===== config.mk =====
export PLATFORM = sky130hd
export DESIGN_NAME = fetch
export DESIGN_NICKNAME = d
export VERILOG_FILES = /design/src/rtl/fetch.sv
export SDC_FILE = /design/constraint.sdc
export NUM_CORES = 1
export LEC_CHECK = 0
export CAP_MARGIN = 40
export CORE_MARGIN = 1.5
export CORE_UTILIZATION = 30
export CTS_CLUSTER_DIAMETER = 40
export DETAILED_ROUTE_END_ITERATION = 16
export HOLD_SLACK_MARGIN = 0.06
export REMOVE_ABC_BUFFERS = 1
export SYNTH_ARGS = -nofsm -noshare
export SYNTH_HDL_FRONTEND = slang
export SYNTH_SLANG_ARGS = --single-unit

===== constraint.sdc =====
create_clock -name CLK -period 1.75 [get_ports CLK]
set_clock_uncertainty 0.1 [all_clocks]
set_input_delay 0.35 -clock CLK [delete_from_list [all_inputs] [get_ports CLK]]
set_output_delay 0.35 -clock CLK [all_outputs]
set_load 0.005 [all_outputs]

===== src/rtl/fetch.sv =====
`timescale 1ns/1ps
`default_nettype none
// fetch: PC holder issuing one instruction read at a time, with a 1-entry skid buffer.
// Rev 1.0
module fetch #(
  parameter logic [31:0] START_ADDR = 32'h0000_0000
) (
  input  logic        CLK,
  input  logic        RST,
  input  logic        STALL,
  input  logic        FLUSH,
  input  logic [31:0] NEW_PC,
  output logic        MEM_REQ,
  output logic [31:0] MEM_ADDR,
  input  logic        MEM_READY,
  input  logic        MEM_RVALID,
  input  logic [31:0] MEM_RDATA,
  output logic [31:0] I_PC,
  output logic [31:0] I_INST,
  output logic        I_VALID
);

  localparam logic [31:0] NOP = 32'h0000_0013;

  typedef enum logic [0:0] {
    S_REQ  = 1'b0,
    S_WAIT = 1'b1
  } state_t;

  state_t      state, state_nxt;
  logic [31:0] pc, req_pc;
  logic [31:0] out_pc, out_inst, skid_pc, skid_inst;
  logic        out_v, skid_v, discard;
  logic        req, accept, resp, take;

  always_comb begin
    state_nxt = state;
    req       = 1'b0;
    MEM_ADDR  = req_pc;
    case (state)
      S_REQ: begin
        req      = !skid_v && !FLUSH && !RST;
        MEM_ADDR = pc;
        if (req && MEM_READY) state_nxt = S_WAIT;
      end
      S_WAIT: begin
        if (MEM_RVALID) state_nxt = S_REQ;
      end
      default: state_nxt = S_REQ;
    endcase
  end

  assign MEM_REQ = req;
  assign accept  = req && MEM_READY;
  // A response is only real when it belongs to a request that survived any flush.
  assign resp    = (state == S_WAIT) && MEM_RVALID && !discard;
  // Output register may be overwritten when empty or when decode takes it this edge.
  assign take    = !out_v || !STALL;

  always_ff @(posedge CLK) begin
    if (RST) begin
      state     <= S_REQ;
      pc        <= START_ADDR;
      req_pc    <= START_ADDR;
      out_pc    <= 32'h0;
      out_inst  <= NOP;
      out_v     <= 1'b0;
      skid_pc   <= 32'h0;
      skid_inst <= NOP;
      skid_v    <= 1'b0;
      discard   <= 1'b0;
    end else begin
      state <= state_nxt;
      if (accept) req_pc <= pc;
      if (FLUSH) begin
        pc     <= NEW_PC;
        out_v  <= 1'b0;
        skid_v <= 1'b0;
        // A flushed in-flight request with no data yet must have its late response dropped.
        if (state == S_WAIT) discard <= !MEM_RVALID;
      end else begin
        if ((state == S_WAIT) && MEM_RVALID) begin
          if (discard) discard <= 1'b0;
          else         pc      <= req_pc + 32'd4;
        end
        if (take) begin
          if (skid_v) begin
            out_pc   <= skid_pc;
            out_inst <= skid_inst;
            out_v    <= 1'b1;
            skid_v   <= resp;
            if (resp) begin
              skid_pc   <= req_pc;
              skid_inst <= MEM_RDATA;
            end
          end else if (resp) begin
            out_pc   <= req_pc;
            out_inst <= MEM_RDATA;
            out_v    <= 1'b1;
          end else begin
            out_v <= 1'b0;
          end
        end else if (resp) begin
          skid_pc   <= req_pc;
          skid_inst <= MEM_RDATA;
          skid_v    <= 1'b1;
        end
      end
    end
  end

  assign I_PC    = out_pc;
  assign I_INST  = out_inst;
  assign I_VALID = out_v;

endmodule
`default_nettype wire


Word-level counts from Yosys, hierarchy flattened
Cells that the tools add are included.
{"block": "op_classes", "eq_ne": 3, "n_addsub": 1, "mux": 26, "n_reduce_logical": 22, "bitwise": 2}
{"operator": "32-bit two-way mux", "count": 14}
{"operator": "32-bit by 3-bit adder with 32-bit output (second input constant)", "count": 1}
{"operator": "1-bit two-way mux", "count": 11}
{"operator": "1-bit logical NOT", "count": 7}
{"operator": "1-bit logical AND", "count": 6}
{"operator": "2-bit AND reduction", "count": 3}
{"operator": "2-bit nonzero test", "count": 3}
{"operator": "2-bit != test (second input constant)", "count": 2}
{"operator": "3-bit AND reduction", "count": 1}
{"operator": "2-bit by 1-bit != test with 1-bit output (second input constant)", "count": 1}
{"operator": "1-bit inverter", "count": 2}
{"operator": "1-bit case mux with 2 select lines", "count": 1}
{"operator": "2-bit OR reduction", "count": 1}
{"operator": "1-bit logical OR", "count": 1}
{"block": "word_totals", "regBits": 196, "in_bits": 70, "wordCells": 64, "out_inout_bits": 98}

Longest topological paths before layout
{"block": "depth", "depth_word": 6, "mapped_depth": 8}

Worst setup path after synthesis
OpenSTA, ideal clock, no wires.
{"block": "synth_path", "path_type": "register to register", "startpoint": "register req_pc[2]", "endpoint": "register pc[18]", "required_ps": 1576, "arrival_ps": 1761, "stages_incl_launch_ff": 7, "period_less_slack_ps": 1936, "setup_time_ps": 74, "slack_ps": -186, "path_cell_list": "dfxtp_1 -> ha_1 -> nand2_1 -> or3_1 -> buf_2 -> or4_1 -> a31oi_1"}
{"block": "synth_via", "elab_chain_len": 4}
{"item": "start, declared", "line": "31", "text": "logic [31:0] pc, req_pc;"}
{"item": "start signal, assigned", "line": "74", "text": "if (accept) req_pc <= pc;"}
{"item": "32-bit by 3-bit adder with 32-bit output", "line": "84", "text": "else pc <= req_pc + 32'd4;"}
{"item": "32-bit two-way mux", "line": "83", "text": "if (discard) discard <= 1'b0;"}
{"item": "32-bit two-way mux", "line": "82", "text": "if ((state == S_WAIT) && MEM_RVALID) begin"}
{"item": "32-bit two-way mux", "line": "75", "text": "if (FLUSH) begin"}
{"item": "end signal, assigned", "line": "84"}
{"item": "end, declared", "line": "31"}
Every way passes these cells. The select of a mux whose other input is x is not followed.
A chain may end at the register's enable or synchronous reset.

Worst setup path after layout
{"block": "layout_path", "startpoint": "register state", "endpoint": "register out_inst[26], in the netlist I_INST[26]"}
{"block": "layout_via", "elab_chain_len": 4}
{"item": "start, declared", "line": "30", "text": "state_t state, state_nxt;"}
{"item": "start signal, assigned", "line": "73", "text": "state <= state_nxt;"}
{"item": "1-bit logical AND (2 in a row)", "line": "56", "text": "assign resp = (state == S_WAIT) && MEM_RVALID && !discard;"}
{"item": "2-bit nonzero test (no line)"}
{"item": "3-bit AND reduction (no line)"}
{"item": "end signal, assigned", "line": "89", "text": "out_inst <= skid_inst;"}
{"item": "end, declared", "line": "32", "text": "logic [31:0] out_pc, out_inst, skid_pc, skid_inst;"}
Every way passes these cells.

==> metrics.md <==
| Metric | Value |
|---|---|
| Status | `finished with violations` |
| Violated checks | `negative setup slack` |
| Mean Syn Cell Area | `8.21 µm²` |
| Worst-path clk slew | `0.07 ns` |
| Worst-Margin Slew | `0.843 ns` |
| Area grow syn2layout | `82.2%` |
| Crit Path Class | `reg2reg` |
| Die Area | `30100 µm²` |
| Max-cap violation count | `0` |
| Synth cell count leaders | `nand2_1, dfxtp_1, a21oi_1` |
| Netlist cell types | `46` |
| DRT iter0 DRCs | `534` |
| TritonRoute pass-1 iters | `5` |
| IO Pins | `168` |
| Mapped Area | `8730 µm²` |
| Final GP Congestion | `0.788` |
| Antenna violations before repair | `0` |
| CP Capture Type | `flip-flop` |
| # fillers | `2410` |
| R2R cell count | `9` |
| RSZ-0062 raised after global routing | `true` |
| Congestion Overflow GR | `0` |
| Vias in the first global route | `8510` |
| Min-delay worst type | `in2reg` |
| Top-area cell type share of the netlist area | `44.9%` |
| Skew-Pair Late Insertion Delay | `between 0.4 and 0.5 ns` |
| Synth warn | `0` |
| Via density | `around 5.2` |
| Crit path DAT | `2.21 ns` |
| Ys async rst share | `0%` |
| Clock root buffer | `clkbuf_16` |
| Cell count after synthesis | `1063` |
| Worst path required time | `1.94 ns` |
| P_leak | `0.00661 µW` |
| Post-DP HPWL | `17100 µm` |
| Final #Nets | `1412` |
| Ant. Diodes | `0` |
| Leading area contributor after synthesis | `dfxtp_1` |
| GR met3 Demand/Resource | `under 10%` |
| Drt drc | `0` |
| Register bit total from synthesis | `196` |
| Max FO, Critical Path | `7` |
| Worst IR Drop VDD | `611 µV` |
| Num CTS Buffers | `17` |
| Rel. slew slack | `43.8%` |
| Final Critical Period | `2.02 ns` |
| Met1 Usage GRT | `27.4%` |
| Number of cells after detailed placement | `1599` |
| H-tree depth | `4` |
| Die span in x | `174 µm` |
| First-pass GRT wire length | `49700 µm` |
| Ys flop type | `dfxtp_1` |
| Top cells by area, synth | `dfxtp_1, nand2_1, mux2i_1, a21oi_1, a211oi_1` |
| Placeable Area | `28700 µm²` |
| Setup TNS | `-32.68 ns` |
| PwrDens | `615 nW/µm²` |
| Fin cells | `~1700` |
| Antenna Nets Post-Route | `0` |
| Largest net degree at the start of global routing | `120` |
| Die Y | `174 µm` |
| Gr busiest metal | `met2` |
| Final WL | `roughly 35000 µm` |
| Max-slew violations | `0` |
| Clock sinks | `196` |
| Worst hold path depth | `3` |
| Final Hold Vio Count | `0` |
| Most frequent cell after synthesis | `nand2_1` |
| Clock Path Buffers | `2` |
| Fin worst setup slack | `-0.271 ns` |
| I/O Buffers | `167` |
| Global-route usage over all layers | `between 20% and 30%` |
| Tcrit/Tclk final | `115%` |
| Effective utilization at floorplan | `30.4%` |
| DR WL/cell | `20.4 µm` |
| Post-synth EDFFs | `0` |
| CTS tree | `yes` |
| Type of origin of the critical path | `flip-flop` |
| Final setup violation count | `just over 200` |
| Met2 Use GR | `35.3%` |
| Via count | `9100` |
| Seq/Total Area, Yosys | `between 40% and 50%` |
| Rows | `62` |
| Fmax | `495 MHz` |
| Fraction of layout cells with a size suffix above 1 | `52.3%` |
-- layout make-up --
| cell class | instances | area [µm²] | area share (%) |
|---|---|---|---|
| Sequential cell | 196 | 4010 | 25.2 |
| Tap cell | 384 | 480 | 3.02 |
| Clock inverter | 7 | 95.1 | 0.598 |
| Multi-Input combinational cell | 761 | 6370 | 40.1 |
| Inverter | 4 | 15.0 | 0.0944 |
| Clock buffer | 24 | 492 | 3.09 |
| Timing Repair Buffer | 361 | 4440 | 27.9 |
-- logic make-up (layout without fill, tap and decap cells) --
group           count (synthesis)  in the layout  share of synthesized area (%)
compound gates                238            238                           16.7
xor+xnor                       16             16                           1.61
fa+ha+maj                       2              2                          0.258
buf+inv                       106            396                           4.89
flops                         196            196                           44.9
mux                            96             96                           11.5
simple gates                  409            409                           20.1
-- metrics by stage --
stage	cell area [µm²]	total power [µW]	hold slack [ns]	utilization, %	setup slack (ns)
after floorplan	8320	4940	0.319	-	-3.39
after global placement	11300	5480	0.341	39.5	-0.326
after detailed placement	11300	5480	0.346	39.5	-0.396
after CTS	14500	9720	0.227	50.6	-0.328
after global routing	15900	10100	0.268	55.4	-0.317
final	15900	9780	0.261	55.4	-0.271
-- registers in the layout, summed over array words and instances (netlist names) --
signal	flops
I_PC	32
discard	1
skid_pc	32
pc	32
I_VALID	1
req_pc	32
I_INST	32
state	1
skid_v	1
skid_inst	32
-- metal layers --
layer / up-vias / part of all wire (%)
met2: 353 / 49
met1: 4407 / 42
li1: 4262 / -
met5: - / 0
met4: 0 / 3.5
met3: 78 / 5.9
-- path summary, 6_finish.rpt --
| path | from | endpoint | slack (ns) |
|---|---|---|---|
| max | state | I_INST[26] | -0.27 |
| min | RST | req_pc[10] | 0.26 |
| max reg2reg | state | I_INST[26] | -0.27 |
| min reg2reg | skid_inst[26] | skid_inst[26] | 0.36 |
-- worst max-delay path, stage by stage, from the launching register on --
cell and delay, ns:
dfxtp_4 0.37, buf_6 0.14, buf_8 0.12, and3b_2 0.24
buf_6 0.13, o21a_4 0.25, buf_12 0.18, clkbuf_16 0.17
nor2_1 0.12, a211oi_2 0.04
-- power breakdown --
group	internal, µW	total [µW]	switching, µW
Clock	2260	4050	1780
Sequential	4530	4600	71.6
Combinational	592	1130	542
-- cells in the final DEF, fill, tap and decap left out, drive strengths merged, types with 8 or more instances in the layout --
cell,synthesis,final
xor2,8,8
dlymetal6s2s,0,39
a21oi,123,123
buf,30,219
o21ai,14,14
nand3,12,12
nand2,240,240
nor2,98,98
nor3,14,14
xnor2,8,8
mux2i,64,64
nand4,11,11
nor4,11,11
mux2,32,32
dfxtp,196,196
clkdlybuf4s50,0,88
a211oi,65,65
clkbuf,72,34
-- repair_timing --
action | 4_1_cts | 5_1_grt
hold buffers | 0 | 0
endpoints found under the setup margin | 218 | 281
resized for setup | 509 | 393
gates cloned | 34 | 10
pin swaps | 114 | 161
buffers inserted | 53 | 37
(Power assumes the default switching activity.)
